===== src/rtl/dce_uart_pkg.sv =====
// Shared types and constants for the DCE-side serial receiver.
package dce_uart_pkg;

  typedef enum logic [2:0] {IDLE, START, DATA, STOP, BREAK} rx_state_e;

  localparam int DATA_BITS = 8;
  localparam int DBR_W     = 32;

  function automatic logic [DBR_W-1:0] clamp_div(input logic [DBR_W-1:0] dbr,
                                                 input logic [DBR_W-1:0] min_div);
    return (dbr < min_div) ? min_div : dbr;
  endfunction

endpackage


===== src/rtl/dce_rx_fifo.sv =====
// Synchronous show-ahead FIFO; head word is read combinationally from storage.
module dce_rx_fifo #(
  parameter int DEPTH = 16,
  parameter int WIDTH = 8
) (
  input  logic                       clk,
  input  logic                       srst,
  input  logic                       push,
  input  logic                       pop,
  input  logic [WIDTH-1:0]           wdata,
  output logic [WIDTH-1:0]           rdata,
  output logic                       full,
  output logic                       empty,
  output logic [$clog2(DEPTH):0]     level
);

  localparam int AW = $clog2(DEPTH);
  localparam logic [AW:0] DEPTH_L = (AW+1)'(DEPTH);

  logic [WIDTH-1:0] mem [DEPTH];
  logic [AW-1:0]    wr_ptr_reg, rd_ptr_reg;
  logic [AW:0]      level_reg;
  logic             push_ok, pop_ok;

  assign empty   = (level_reg == '0);
  assign full    = (level_reg == DEPTH_L);
  // A push into a full FIFO is only legal when the head leaves in the same cycle.
  assign pop_ok  = pop & ~empty;
  assign push_ok = push & (~full | pop_ok);
  assign rdata   = mem[rd_ptr_reg];
  assign level   = level_reg;

  always_ff @(posedge clk) begin
    if (srst) begin
      wr_ptr_reg <= '0;
      rd_ptr_reg <= '0;
      level_reg  <= '0;
    end else begin
      if (push_ok) wr_ptr_reg <= wr_ptr_reg + 1'b1;
      if (pop_ok)  rd_ptr_reg <= rd_ptr_reg + 1'b1;
      case ({push_ok, pop_ok})
        2'b10:   level_reg <= level_reg + 1'b1;
        2'b01:   level_reg <= level_reg - 1'b1;
        default: level_reg <= level_reg;
      endcase
    end
  end

  always_ff @(posedge clk) begin
    if (push_ok) mem[wr_ptr_reg] <= wdata;
  end

endmodule


===== src/rtl/dce_uart_rx.sv =====
// 8N1 receiver: synchroniser, bit-timing FSM, receive FIFO and cts flow control.
module dce_uart_rx
  import dce_uart_pkg::*;
#(
  parameter int FIFO_DEPTH  = 16,
  parameter int CTS_HI_MARK = 12,
  parameter int CTS_LO_MARK = 4,
  parameter int MIN_DIV     = 4
) (
  input  logic                          clock10M,
  input  logic                          reset,
  input  logic                          rxd,
  input  logic [31:0]                   dbr,
  output logic                          cts,
  output logic [7:0]                    out_data,
  output logic                          out_valid,
  input  logic                          out_ready,
  output logic                          frame_err,
  output logic                          overrun,
  output logic [$clog2(FIFO_DEPTH):0]   fifo_level
);

  localparam int LW = $clog2(FIFO_DEPTH) + 1;
  localparam logic [LW-1:0] HI_L = LW'(CTS_HI_MARK);
  localparam logic [LW-1:0] LO_L = LW'(CTS_LO_MARK);

  logic                  sync1_reg, sync2_reg, rx_s;
  rx_state_e             state_reg, state_next;
  logic [DBR_W-1:0]      cnt_reg, cnt_next, div_reg, div_next;
  logic [2:0]            bit_reg, bit_next;
  logic [DATA_BITS-1:0]  shift_reg, shift_next;
  logic                  push, fe_next, ov_next;
  logic                  fe_reg, ov_reg, cts_reg;
  logic                  fifo_full, fifo_empty, pop;

  assign rx_s = sync2_reg;

  always_ff @(posedge clock10M) begin
    if (reset) begin
      sync1_reg <= 1'b1;
      sync2_reg <= 1'b1;
      state_reg <= IDLE;
      cnt_reg   <= '0;
      div_reg   <= DBR_W'(MIN_DIV);
      bit_reg   <= '0;
      shift_reg <= '0;
      fe_reg    <= 1'b0;
      ov_reg    <= 1'b0;
    end else begin
      sync1_reg <= rxd;
      sync2_reg <= sync1_reg;
      state_reg <= state_next;
      cnt_reg   <= cnt_next;
      div_reg   <= div_next;
      bit_reg   <= bit_next;
      shift_reg <= shift_next;
      fe_reg    <= fe_next;
      ov_reg    <= ov_next;
    end
  end

  always_comb begin
    state_next = state_reg;
    cnt_next   = cnt_reg;
    div_next   = div_reg;
    bit_next   = bit_reg;
    shift_next = shift_reg;
    push       = 1'b0;
    fe_next    = 1'b0;
    unique case (state_reg)
      IDLE: begin
        if (!rx_s) begin
          state_next = START;
          cnt_next   = '0;
          div_next   = clamp_div(dbr, DBR_W'(MIN_DIV));
        end
      end
      START: begin
        // Mid-start-bit check rejects short low glitches silently.
        if (cnt_reg == (div_reg >> 1) - 1'b1) begin
          cnt_next   = '0;
          bit_next   = '0;
          state_next = rx_s ? IDLE : DATA;
        end else begin
          cnt_next = cnt_reg + 1'b1;
        end
      end
      DATA: begin
        if (cnt_reg == div_reg - 1'b1) begin
          cnt_next   = '0;
          shift_next = {rx_s, shift_reg[DATA_BITS-1:1]};
          if (bit_reg == 3'd7) state_next = STOP;
          else                 bit_next   = bit_reg + 3'd1;
        end else begin
          cnt_next = cnt_reg + 1'b1;
        end
      end
      STOP: begin
        if (cnt_reg == div_reg - 1'b1) begin
          cnt_next = '0;
          if (rx_s) begin
            push       = 1'b1;
            state_next = IDLE;
          end else begin
            fe_next    = 1'b1;
            state_next = BREAK;
          end
        end else begin
          cnt_next = cnt_reg + 1'b1;
        end
      end
      BREAK: begin
        if (rx_s) state_next = IDLE;
      end
      default: state_next = IDLE;
    endcase
  end

  assign out_valid = ~fifo_empty;
  assign pop       = out_valid & out_ready;
  assign ov_next   = push & fifo_full & ~pop;

  dce_rx_fifo #(
    .DEPTH (FIFO_DEPTH),
    .WIDTH (DATA_BITS)
  ) u_fifo (
    .clk   (clock10M),
    .srst  (reset),
    .push  (push),
    .pop   (pop),
    .wdata (shift_reg),
    .rdata (out_data),
    .full  (fifo_full),
    .empty (fifo_empty),
    .level (fifo_level)
  );

  // Hysteresis band between the marks keeps cts from chattering.
  always_ff @(posedge clock10M) begin
    if (reset)                   cts_reg <= 1'b0;
    else if (fifo_level >= HI_L) cts_reg <= 1'b0;
    else if (fifo_level <= LO_L) cts_reg <= 1'b1;
  end

  assign cts       = cts_reg;
  assign frame_err = fe_reg;
  assign overrun   = ov_reg;

endmodule


===== config.mk =====
export PLATFORM = sky130hd
export DESIGN_NAME = dce_uart_rx
export DESIGN_NICKNAME = d
export VERILOG_FILES = /design/src/rtl/dce_uart_pkg.sv /design/src/rtl/dce_rx_fifo.sv /design/src/rtl/dce_uart_rx.sv
export SDC_FILE = /design/constraint.sdc
export NUM_CORES = 1
export LEC_CHECK = 0
export ABC_AREA = 1
export CAP_MARGIN = 20
export CORE_MARGIN = 2
export CORE_UTILIZATION = 40
export CTS_BUF_LIST = sky130_fd_sc_hd__clkbuf_4 sky130_fd_sc_hd__clkbuf_8 sky130_fd_sc_hd__clkbuf_16
export DETAILED_ROUTE_END_ITERATION = 10
export GPL_TIMING_DRIVEN = 0
export PLACE_DENSITY = 0.62
export SLEW_MARGIN = 40
export SYNTH_ARGS = -nofsm -noshare
export SYNTH_HDL_FRONTEND = slang
export SYNTH_SLANG_ARGS = --single-unit

===== constraint.sdc =====
create_clock -name clock10M -period 8.5 [get_ports clock10M]
set_clock_uncertainty 0.2 [all_clocks]
set_input_delay 0.85 -clock clock10M [delete_from_list [all_inputs] [get_ports clock10M]]
set_output_delay 0.85 -clock clock10M [all_outputs]
set_load 0.01 [all_outputs]

==> key figures <==
Status
  – Status: finished, final reports clean

Route
  – Via/cell ratio: 5.30
  – 1st-iter DRT viols: 1007
  – TritonRoute pass-1 iters: 5
  – Number of remaining DRC errors: 0
  – Routed len/inst: between 15 and 20 um
  – Antenna viol nets, final: 0
  – Drt total wl: 36.4 mm
  – Detailed-route via count: 10788

Finish
  – N_diodes: 0
  – Most frequent cells in the layout: nand2_1, inv_1, nor2_1
  – Layout area overhead: 14.7%
  – Number of flip-flops in the largest register: 128
  – # fillers: 3063
  – Non-Filler Instances: 2036
  – Final Cell Area: about 0.014 mm2
  – Final nets: between 1500 and 2000
  – Layout cells sized above 1: 0.0579
  – Most common cell after layout, fill and taps aside: nand2_1

Placed design
  – GP Congestion: about 0.99
  – PortBufs: 52
  – Pre-CTS setup slack: 3950 ps
  – Hpwl dp: 27.5 mm
  – Placed Area: 0.0136 mm2
  – Cells after DPL: 1988

Setup path
  – Top delay family on crit path: buffers and inverters
  – Critical Path Start Type: register
  – CP Capture Type: output port
  – Largest stage delay on the critical path: 660 ps
  – Crit path kind: register to output port
  – Critical-path cell list: clkbuf_1 -> clkbuf_1 -> buf_1 -> mux2i_1 -> o211ai_1 -> o211ai_1 -> nand2_1 -> clkdlybuf4s50_1
  – Worst Path Max Fanout: 10
  – CP Data Arrival Time: 3620 ps
  – Slowest CP cell: buf_1
  – CP bufs+invs: 4
  – CP Data Required Time: approximately 7500 ps

Yosys
  – Post-Synthesis Cells: 1540
  – Top_reg_cell synth: edfxtp_1
  – Sequential fraction of the synthesis area: 0.465
  – Number of synthesized flops with an enable pin: 128
  – Netlist cell types: 45
  – Synth Area per Inst: 8.17 um2
  – #FFs+latches synth: 228
  – Asr flop ratio synth: 0
  – Syn Nets: 1588
  – Yosys warns: 0
  – Synthesized cell area: 0.0126 mm2

Floorplanning
  – Die area: 0.0329 mm2
  – Die H: 181 um
  – Row count: 64
  – Area of the core: just over 0.03 mm2
  – Initial core utilization: 0.409
  – Die Wd: 181 um
  – I/O Pins: 53

Clock network
  – Number of CTS-inserted buffers: 26
  – Clock slew at reported path FFs: 60 ps
  – H-tree levels: 1
  – Worst-Skew Late Latency: ~550 ps
  – # hold bufs at CTS: 0
  – TritonCTS clock tree: built
  – Post_cts resized: 0
  – Clk sinks: between 200 and 250
  – Longest Clk Path Bufs: 3
  – Setup Buffers After CTS: 0
  – CTS root buf: clkbuf_16

Worst hold path
  – Worst hold-check path type: register to register

Timing
  – Hold WS: approximately 210 ps
  – Peak Freq: 0.214 GHz
  – Rel. slew slack: 0.433
  – Crit path time final: 4670 ps
  – Setup Viol. Count Final: 0
  – Fin. Hold Viols: 0
  – Fin worst setup slack: roughly 3800 ps
  – Final Slew Violations: 0
  – Final cycle utilization of the critical path: 0.549
  – Unrepaired setup endpoints after global routing: no
  – Setup tns final: 0 ps
  – Measured slew at the worst slew-check pin: 850 ps

Power and ir drop
  – Peak VDD IR: 0.000164 V
  – Leak pwr: 5.86 nW
  – Cell Pwr Density: 246 mW/mm2

Global routing
  – Total GRT Usage: 0.222
  – Vias in the first global route: about 10000
  – Remaining Overflow, GRT: 0
  – First-pass GRT wire length: 57.0 mm
  – Initial antenna violation count: 0
  – Largest net degree at the start of global routing: 19

Flow run
  – Max Cap Viol: 0
==> per-stage QoR <==
stage	total power, mW	util
final	3.55	0.469
after CTS	3.55	0.469
after global placement	2.44	0.442
after detailed placement	2.45	0.442
after global routing	3.75	0.469
after floorplan	2.07	-
==> worst reg2reg max path: cells and delay by family (launching register included) <==
kind          cells  cell delay, ps
simple gates     14            2860
flops             1             440
fa+ha+maj         1             330
buf+inv           3             370
==> where the power goes <==
part | total, mW | leakage (nW) | switching [mW] | internal, mW
logic | 1.18 | 3.20 | 0.785 | 0.397
registers | 1.26 | 2.26 | 0.0598 | 1.21
clock network | 1.10 | 0.407 | 0.462 | 0.636
total | 3.55 | 5.86 | 1.31 | 2.24
==> kinds of logic after synthesis <==
group                      after synthesis  share of synthesized area
and+or+nand+nor                        659                      0.231
AOI/OAI and AO/OA                      233                      0.107
buffers and inverters                  260                     0.0796
adders and majority gates               12                     0.0119
xor gates and xnor gates               116                     0.0808
muxes                                   32                     0.0255
DFF                                    228                      0.465
==> cells in the mapped netlist (2+ instances only) <==
cell type	instances	area [um2]
a211oi_1	24	180
buf_2	2	10.0
o21ai_1	37	185
or2_2	5	31.3
nand2_1	304	1140
xor2_1	92	806
inv_2	7	26.3
clkbuf_1	48	180
nor2_4	10	113
xnor2_1	24	210
buf_4	4	30.0
inv_1	190	713
nor2_2	10	62.6
o21bai_1	7	52.6
ha_1	12	150
nand3b_1	2	15.0
mux2i_1	32	320
a21oi_1	61	305
nor2_1	174	653
nand4_1	32	200
and3_1	2	12.5
nor3_1	16	80.1
o211ai_1	34	255
nand2_4	2	22.5
dfxtp_1	100	2000
and2_1	2	12.5
edfxtp_1	128	3840
nor4_1	17	106
buf_1	7	26.3
nand2_2	6	37.5
o21ai_0	66	330
nand3_1	70	350
==> worst paths after layout <==
kind	startpoint	cells past startpoint	to	slack (ps)
max	register	8	out_data[1]	3830
max reg2reg	div_reg[2]	18	u_fifo.mem[2][4]	3940
min	sync1_reg	1	rx_s	210
min reg2reg	sync1_reg	1	rx_s	210
==> final cells by class <==
| type | count | area, um2 | area share |
|---|---|---|---|
| clock buffer | 31 | 688 | 0.0477 |
| inverter | 198 | 743 | 0.0515 |
| multi-input combinational | 1052 | 5740 | 0.398 |
| tap | 396 | 495 | 0.0343 |
| buffer | 62 | 258 | 0.0179 |
| timing repair buffer | 52 | 520 | 0.0361 |
| clock inverter | 17 | 141 | 0.00980 |
| sequential | 228 | 5850 | 0.405 |
==> metal layers <==
metal | vias to the layer above | share of wire | global-route usage
met4 | 0 | 0.021 | 0.0537
met2 | 345 | 0.44 | 0.350
met5 | - | 0 | 0
met1 | 5119 | 0.47 | 0.323
met3 | 56 | 0.065 | 0.0292
li1 | 5268 | - | -
(Power assumes the default switching activity.)
